File: src/rtl/multiplicador_seq_if.sv
// Operand/result bundle between a controller and the shared sequential multiplier.
// The controller drives master; the multiplier consumes through slave.
interface multiplicador_seq_if #(
  parameter int WIDTH = 8
);
  logic                 start;
  logic                 signed_mode;
  logic                 abort;
  logic [WIDTH-1:0]     a_in;
  logic [WIDTH-1:0]     b_in;
  logic                 busy;
  logic                 done;
  logic [2*WIDTH-1:0]   p_out;

  modport master (
    output start, signed_mode, abort, a_in, b_in,
    input  busy, done, p_out
  );

  modport slave (
    input  start, signed_mode, abort, a_in, b_in,
    output busy, done, p_out
  );
endinterface

File: src/rtl/multiplicador_seq.sv
// Shift-and-add multiplier, signed/unsigned, WIDTH+2 cycles start to done; one op at a time.
// start is only taken in IDLE (no queuing); abort cancels CALC/FIX and keeps the previous product.
module multiplicador_seq #(
  parameter int WIDTH = 8
) (
  input  logic               clk,
  input  logic               rst,
  multiplicador_seq_if.slave bus
);

  localparam int CW = (WIDTH > 2) ? $clog2(WIDTH) : 1;

  typedef enum logic [1:0] {
    IDLE = 2'd0,
    CALC = 2'd1,
    FIX  = 2'd2,
    DONE = 2'd3
  } state_t;

  state_t             state;
  state_t             state_nxt;

  logic [WIDTH-1:0]   a_r;
  logic [WIDTH-1:0]   b_r;
  logic [WIDTH-1:0]   q_r;
  logic               carry_r;
  logic [CW-1:0]      cnt_r;
  logic               neg_r;
  logic [2*WIDTH-1:0] p_r;

  logic               load;
  logic               step;
  logic               fix;

  logic [WIDTH-1:0]   a_mag;
  logic [WIDTH-1:0]   b_mag;
  logic [WIDTH-1:0]   addend;
  logic [WIDTH:0]     sum;
  logic [2*WIDTH-1:0] prod;
  logic [2*WIDTH-1:0] prod_fixed;

  // Magnitude in WIDTH unsigned bits; the most negative value maps onto itself, which is correct unsigned.
  assign a_mag = (bus.signed_mode && bus.a_in[WIDTH-1]) ? (~bus.a_in + WIDTH'(1)) : bus.a_in;
  assign b_mag = (bus.signed_mode && bus.b_in[WIDTH-1]) ? (~bus.b_in + WIDTH'(1)) : bus.b_in;

  assign addend     = q_r[0] ? b_r : '0;
  assign sum        = {carry_r, a_r} + {1'b0, addend};
  assign prod       = {a_r, q_r};
  assign prod_fixed = neg_r ? (~prod + (2*WIDTH)'(1)) : prod;

  always_ff @(posedge clk or negedge rst) begin
    if (!rst) begin
      state <= IDLE;
    end else begin
      state <= state_nxt;
    end
  end

  always_comb begin
    state_nxt = state;
    load      = 1'b0;
    step      = 1'b0;
    fix       = 1'b0;
    case (state)
      IDLE: begin
        // start beats a simultaneous abort here: abort only acts on a running op.
        if (bus.start) begin
          load      = 1'b1;
          state_nxt = CALC;
        end
      end
      CALC: begin
        if (bus.abort) begin
          state_nxt = IDLE;
        end else begin
          step = 1'b1;
          if (cnt_r == '0) begin
            state_nxt = FIX;
          end
        end
      end
      FIX: begin
        if (bus.abort) begin
          state_nxt = IDLE;
        end else begin
          fix       = 1'b1;
          state_nxt = DONE;
        end
      end
      DONE: begin
        state_nxt = IDLE;
      end
      default: begin
        state_nxt = IDLE;
      end
    endcase
  end

  always_ff @(posedge clk or negedge rst) begin
    if (!rst) begin
      a_r     <= '0;
      b_r     <= '0;
      q_r     <= '0;
      carry_r <= 1'b0;
      cnt_r   <= '0;
      neg_r   <= 1'b0;
    end else if (load) begin
      a_r     <= '0;
      b_r     <= a_mag;
      q_r     <= b_mag;
      carry_r <= 1'b0;
      cnt_r   <= CW'(WIDTH - 1);
      neg_r   <= bus.signed_mode & (bus.a_in[WIDTH-1] ^ bus.b_in[WIDTH-1]);
    end else if (step) begin
      // {carry,A,Q} >> 1 after the conditional add; a zero enters at the top.
      {carry_r, a_r, q_r} <= {1'b0, sum, q_r[WIDTH-1:1]};
      cnt_r               <= cnt_r - CW'(1);
    end
  end

  always_ff @(posedge clk or negedge rst) begin
    if (!rst) begin
      p_r <= '0;
    end else if (fix) begin
      p_r <= prod_fixed;
    end
  end

  assign bus.busy  = (state == CALC) || (state == FIX);
  assign bus.done  = (state == DONE);
  assign bus.p_out = p_r;

endmodule
File: src/flat_wrapper.sv
// flat-port wrapper written by rule: the top's interface ports become plain ports
module multiplicador_seq_flat 
#(
  parameter int WIDTH = 8
)
  (clk, rst, bus_start, bus_signed_mode, bus_abort, bus_a_in, bus_b_in, bus_busy, bus_done, bus_p_out);
  multiplicador_seq_if #(.WIDTH(WIDTH)) bus_i ();
  input  logic clk;
  input  logic rst;
  input wire logic [$bits(bus_i.start)-1:0] bus_start;
  input wire logic [$bits(bus_i.signed_mode)-1:0] bus_signed_mode;
  input wire logic [$bits(bus_i.abort)-1:0] bus_abort;
  input wire logic [$bits(bus_i.a_in)-1:0] bus_a_in;
  input wire logic [$bits(bus_i.b_in)-1:0] bus_b_in;
  output wire logic [$bits(bus_i.busy)-1:0] bus_busy;
  output wire logic [$bits(bus_i.done)-1:0] bus_done;
  output wire logic [$bits(bus_i.p_out)-1:0] bus_p_out;
  assign bus_i.start = bus_start;
  assign bus_i.signed_mode = bus_signed_mode;
  assign bus_i.abort = bus_abort;
  assign bus_i.a_in = bus_a_in;
  assign bus_i.b_in = bus_b_in;
  assign bus_busy = bus_i.busy;
  assign bus_done = bus_i.done;
  assign bus_p_out = bus_i.p_out;
  multiplicador_seq #(.WIDTH(WIDTH)) u_core (.clk(clk), .rst(rst), .bus(bus_i));
endmodule
File: config.mk
export PLATFORM = sky130hd
export DESIGN_NAME = multiplicador_seq_flat
export DESIGN_NICKNAME = d
export VERILOG_FILES = /design/src/rtl/multiplicador_seq_if.sv /design/src/rtl/multiplicador_seq.sv /design/src/flat_wrapper.sv
export SDC_FILE = /design/constraint.sdc
export NUM_CORES = 1
export LEC_CHECK = 0
export CAP_MARGIN = 20
export CORE_AREA = 2 2 78 80
export DETAILED_ROUTE_END_ITERATION = 7
export DIE_AREA = 0 0 80 82
export HOLD_SLACK_MARGIN = 0.06
export MAX_ROUTING_LAYER = met4
export PLACE_DENSITY = 0.81
export SLEW_MARGIN = 0
export SYNTH_ARGS = -nofsm -noshare
export SYNTH_HDL_FRONTEND = slang
export SYNTH_SLANG_ARGS = --single-unit
File: constraint.sdc
create_clock -name clk -period 2.89 [get_ports clk]
set_clock_uncertainty 0.1 [all_clocks]
set_input_delay 0.578 -clock clk [delete_from_list [all_inputs] [get_ports clk]]
set_output_delay 0.578 -clock clk [all_outputs]
set_load 0.05 [all_outputs]
==> results.ini <==
[clock_tree]
cts-root-buf=clkbuf_8
clock_latency_ns=0.30
htree_levels=2
cts_buffers=5
clock_sinks=46
clkSlewWorstSetupHoldPaths_ns=0.08
cts_buffer_depth=2
ctsHoldBuffers=0
cts_setup_buffers=0
cts_resized=0
cts_tree=done

[synth]
yosys_most_used_dff=dfrtp_1
synthAdderAreaFrac=0.08086
syn_inst=329
synth-seq-cells=46
synth_compound_area_frac=0.1840
ys_seq_area_frac=0.3795
synth.area.top_cells=dfrtp_1, ha_1, nand2_1, o21ai_0, xor2_1
avgSynthCellArea_um2=9.219
synth_edf_count=0
async_flop_share=1.000
synth.area.mux_share=0.03878
synth_xor_area_frac=0.07508
synth_most_common_cell=nand2_1
synth_area_mm2=0.003033
synth_top_family_by_area=simple AND/OR/NAND/NOR gates
ys_top_cells_by_count=nand2_1, dfrtp_1, o21ai_0, ha_1, xor2_1
synth.distinct_cells=48
synth_top_area_frac=0.3795
yosys.area_share.simple=0.1869
synth_top_cell_by_area=dfrtp_1
ys_warn_count=0
syn_nets=369

[drt]
viasPerCell=5.573
num_vias=2441
wire_per_inst_um=14.08
dr.pass1.iters=6
drtIter0Drc=126
drt-total-wl_mm=6.169
drc=0
ant_nets=0

[global_routing]
grt_max_degree=32
antenna_found_initial=0
track_usage=0.2062
grt_pass1_vias=2256
grt_overflow_total=0
grt_pass1_wl_mm=10.32

[cells_and_area]
final_cells=438
seq_area_mm2=0.001151
drive_gt1_frac=0.07989
synthToLayoutAreaGrowth_pct=16.46
layout.nets=402
n_antenna_cell=0
fillers=504
multi_input_area_mm2=0.001715

[sta]
worstMarginPinSlew_ns=0.6698
fmax_mhz=392.1
drv_slew=0
period_minus_slack_ns=2.550
rsz0062_at_grt=no
hold-worst-slack_ns=0.1735
setup_viol=0
finalCritPeriodShare=0.8824
relSlewSlack=0.5534
fin_tns_setup_ns=0
fin_ws_ns=0.3398
hold_violations=0

[floorplan]
die_width_um=80
row_count=28
core_area_mm2=0.005746
io_pins=39
initial_utilization=0.5279
die_h_um=82
dieArea_mm2=0.006560

[setup_path]
end_kind=primary output
worst_ep_arrival_time_ns=1.87
cp_slowest_stage_delay_ns=0.79
worstPathRequired_ns=2.21
critPathLaunchType=register
crit_chain=inv_1 -> ha_1 -> clkdlybuf4s50_1
path_class=reg -> out
r2r_cells=6
path_max_fanout=4
critical-path-slowest-cell=clkdlybuf4s50_1

[power_and_ir_drop]
powerDensity_mw_per_mm2=1077
power.leakage_nw=1.540
vdd_drop_max_uv=526.8
power.total_mw=3.805

[placed_design]
numPlacedInstances=430
gp_congestion=0.7963
pre_cts_slack_ns=0.6072
port-buffer-count=38
dp_hpwl_mm=4.699

[run_status]
status=finished clean

[hold_path]
hold_path_class=in -> async

[job]
drv_cap=0

-- metal layers --
layer,wire length [µm],track usage,up-vias
met3,271,0.03736,14
met5,0,-,-
met2,3074,0.3508,56
met1,2719,0.2514,1142
li1,-,-,1229
met4,104,0.06271,0
-- critical path: cells and delay by family, from the launching register on --
kind / cells / cell delay, ns
buffers and inverters: 2 / 0.89
adder cells (fa/ha/maj): 1 / 0.28
flip-flops: 1 / 0.40
-- kinds of logic (layout without fill, tap and decap cells) --
| family | Yosys count | after routing |
|---|---|---|
| AND/OR/NAND/NOR | 114 | 114 |
| AO/OA/AOI/OAI | 80 | 80 |
| flip-flops | 46 | 46 |
| buffers and inverters | 33 | 67 |
| XOR/XNOR | 26 | 26 |
| adder cells (fa/ha/maj) | 19 | 19 |
| multiplexers | 11 | 11 |
-- final cells by class --
class | count | share of cell area
well taps | 75 | 0.02657
repair buffers | 45 | 0.1211
multi-input cells | 250 | 0.4857
clock buffers | 7 | 0.02444
inverters | 14 | 0.01488
flip-flops and latches | 46 | 0.3259
clock inverters | 1 | 0.001417
-- where the power goes --
part / switching (mW) / internal (mW) / leakage, nW
clock network: 0.213 / 0.193 / 0.0482
registers: 0.338 / 0.937 / 0.577
logic: 1.27 / 0.856 / 0.914
-- cell usage in the layout (no fill, tap or decap), types with 10 or more instances in the layout --
cell type	n
ha_1	18
xnor2_1	11
a21oi_1	10
o21ai_0	29
clkdlybuf4s50_1	37
nor2_1	14
inv_1	14
xor2_1	15
nand2_1	49
dfrtp_1	46
-- registers in the layout, summed over array words and instances (netlist names) --
| signal | flops |
|---|---|
| u_core.a_r | 8 |
| u_core.b_r | 8 |
| u_core.bus.p_out | 16 |
| u_core.cnt_r | 3 |
| u_core.neg_r | 1 |
| u_core.q_r | 8 |
| u_core.state | 2 |
-- worst paths after layout --
check,slack [ns],start,endpoint
setup / recovery,0.34,u_core.state[0],bus_busy
hold / removal,0.17,rst,u_core.state[0]
setup reg to reg,0.61,u_core.q_r[0],u_core.bus.p_out[14]
hold reg to reg,0.37,u_core.b_r[1],u_core.b_r[1]
max in group asynchronous,1.80,rst,u_core.q_r[7]
min in group clk,0.37,u_core.b_r[1],u_core.b_r[1]
-- through the flow --
| step | area, µm² | utilization |
|---|---|---|
| 5_1_grt | 3532 | 0.6148 |
| 3_5_place_dp | 3441 | 0.5989 |
| 4_1_cts | 3532 | 0.6148 |
| 2_1_floorplan | 3033 | - |
| 3_3_place_gp | 3441 | 0.5989 |
| 6_report | 3532 | 0.6148 |
No activity file was read; power rests on OpenSTA's default activity.
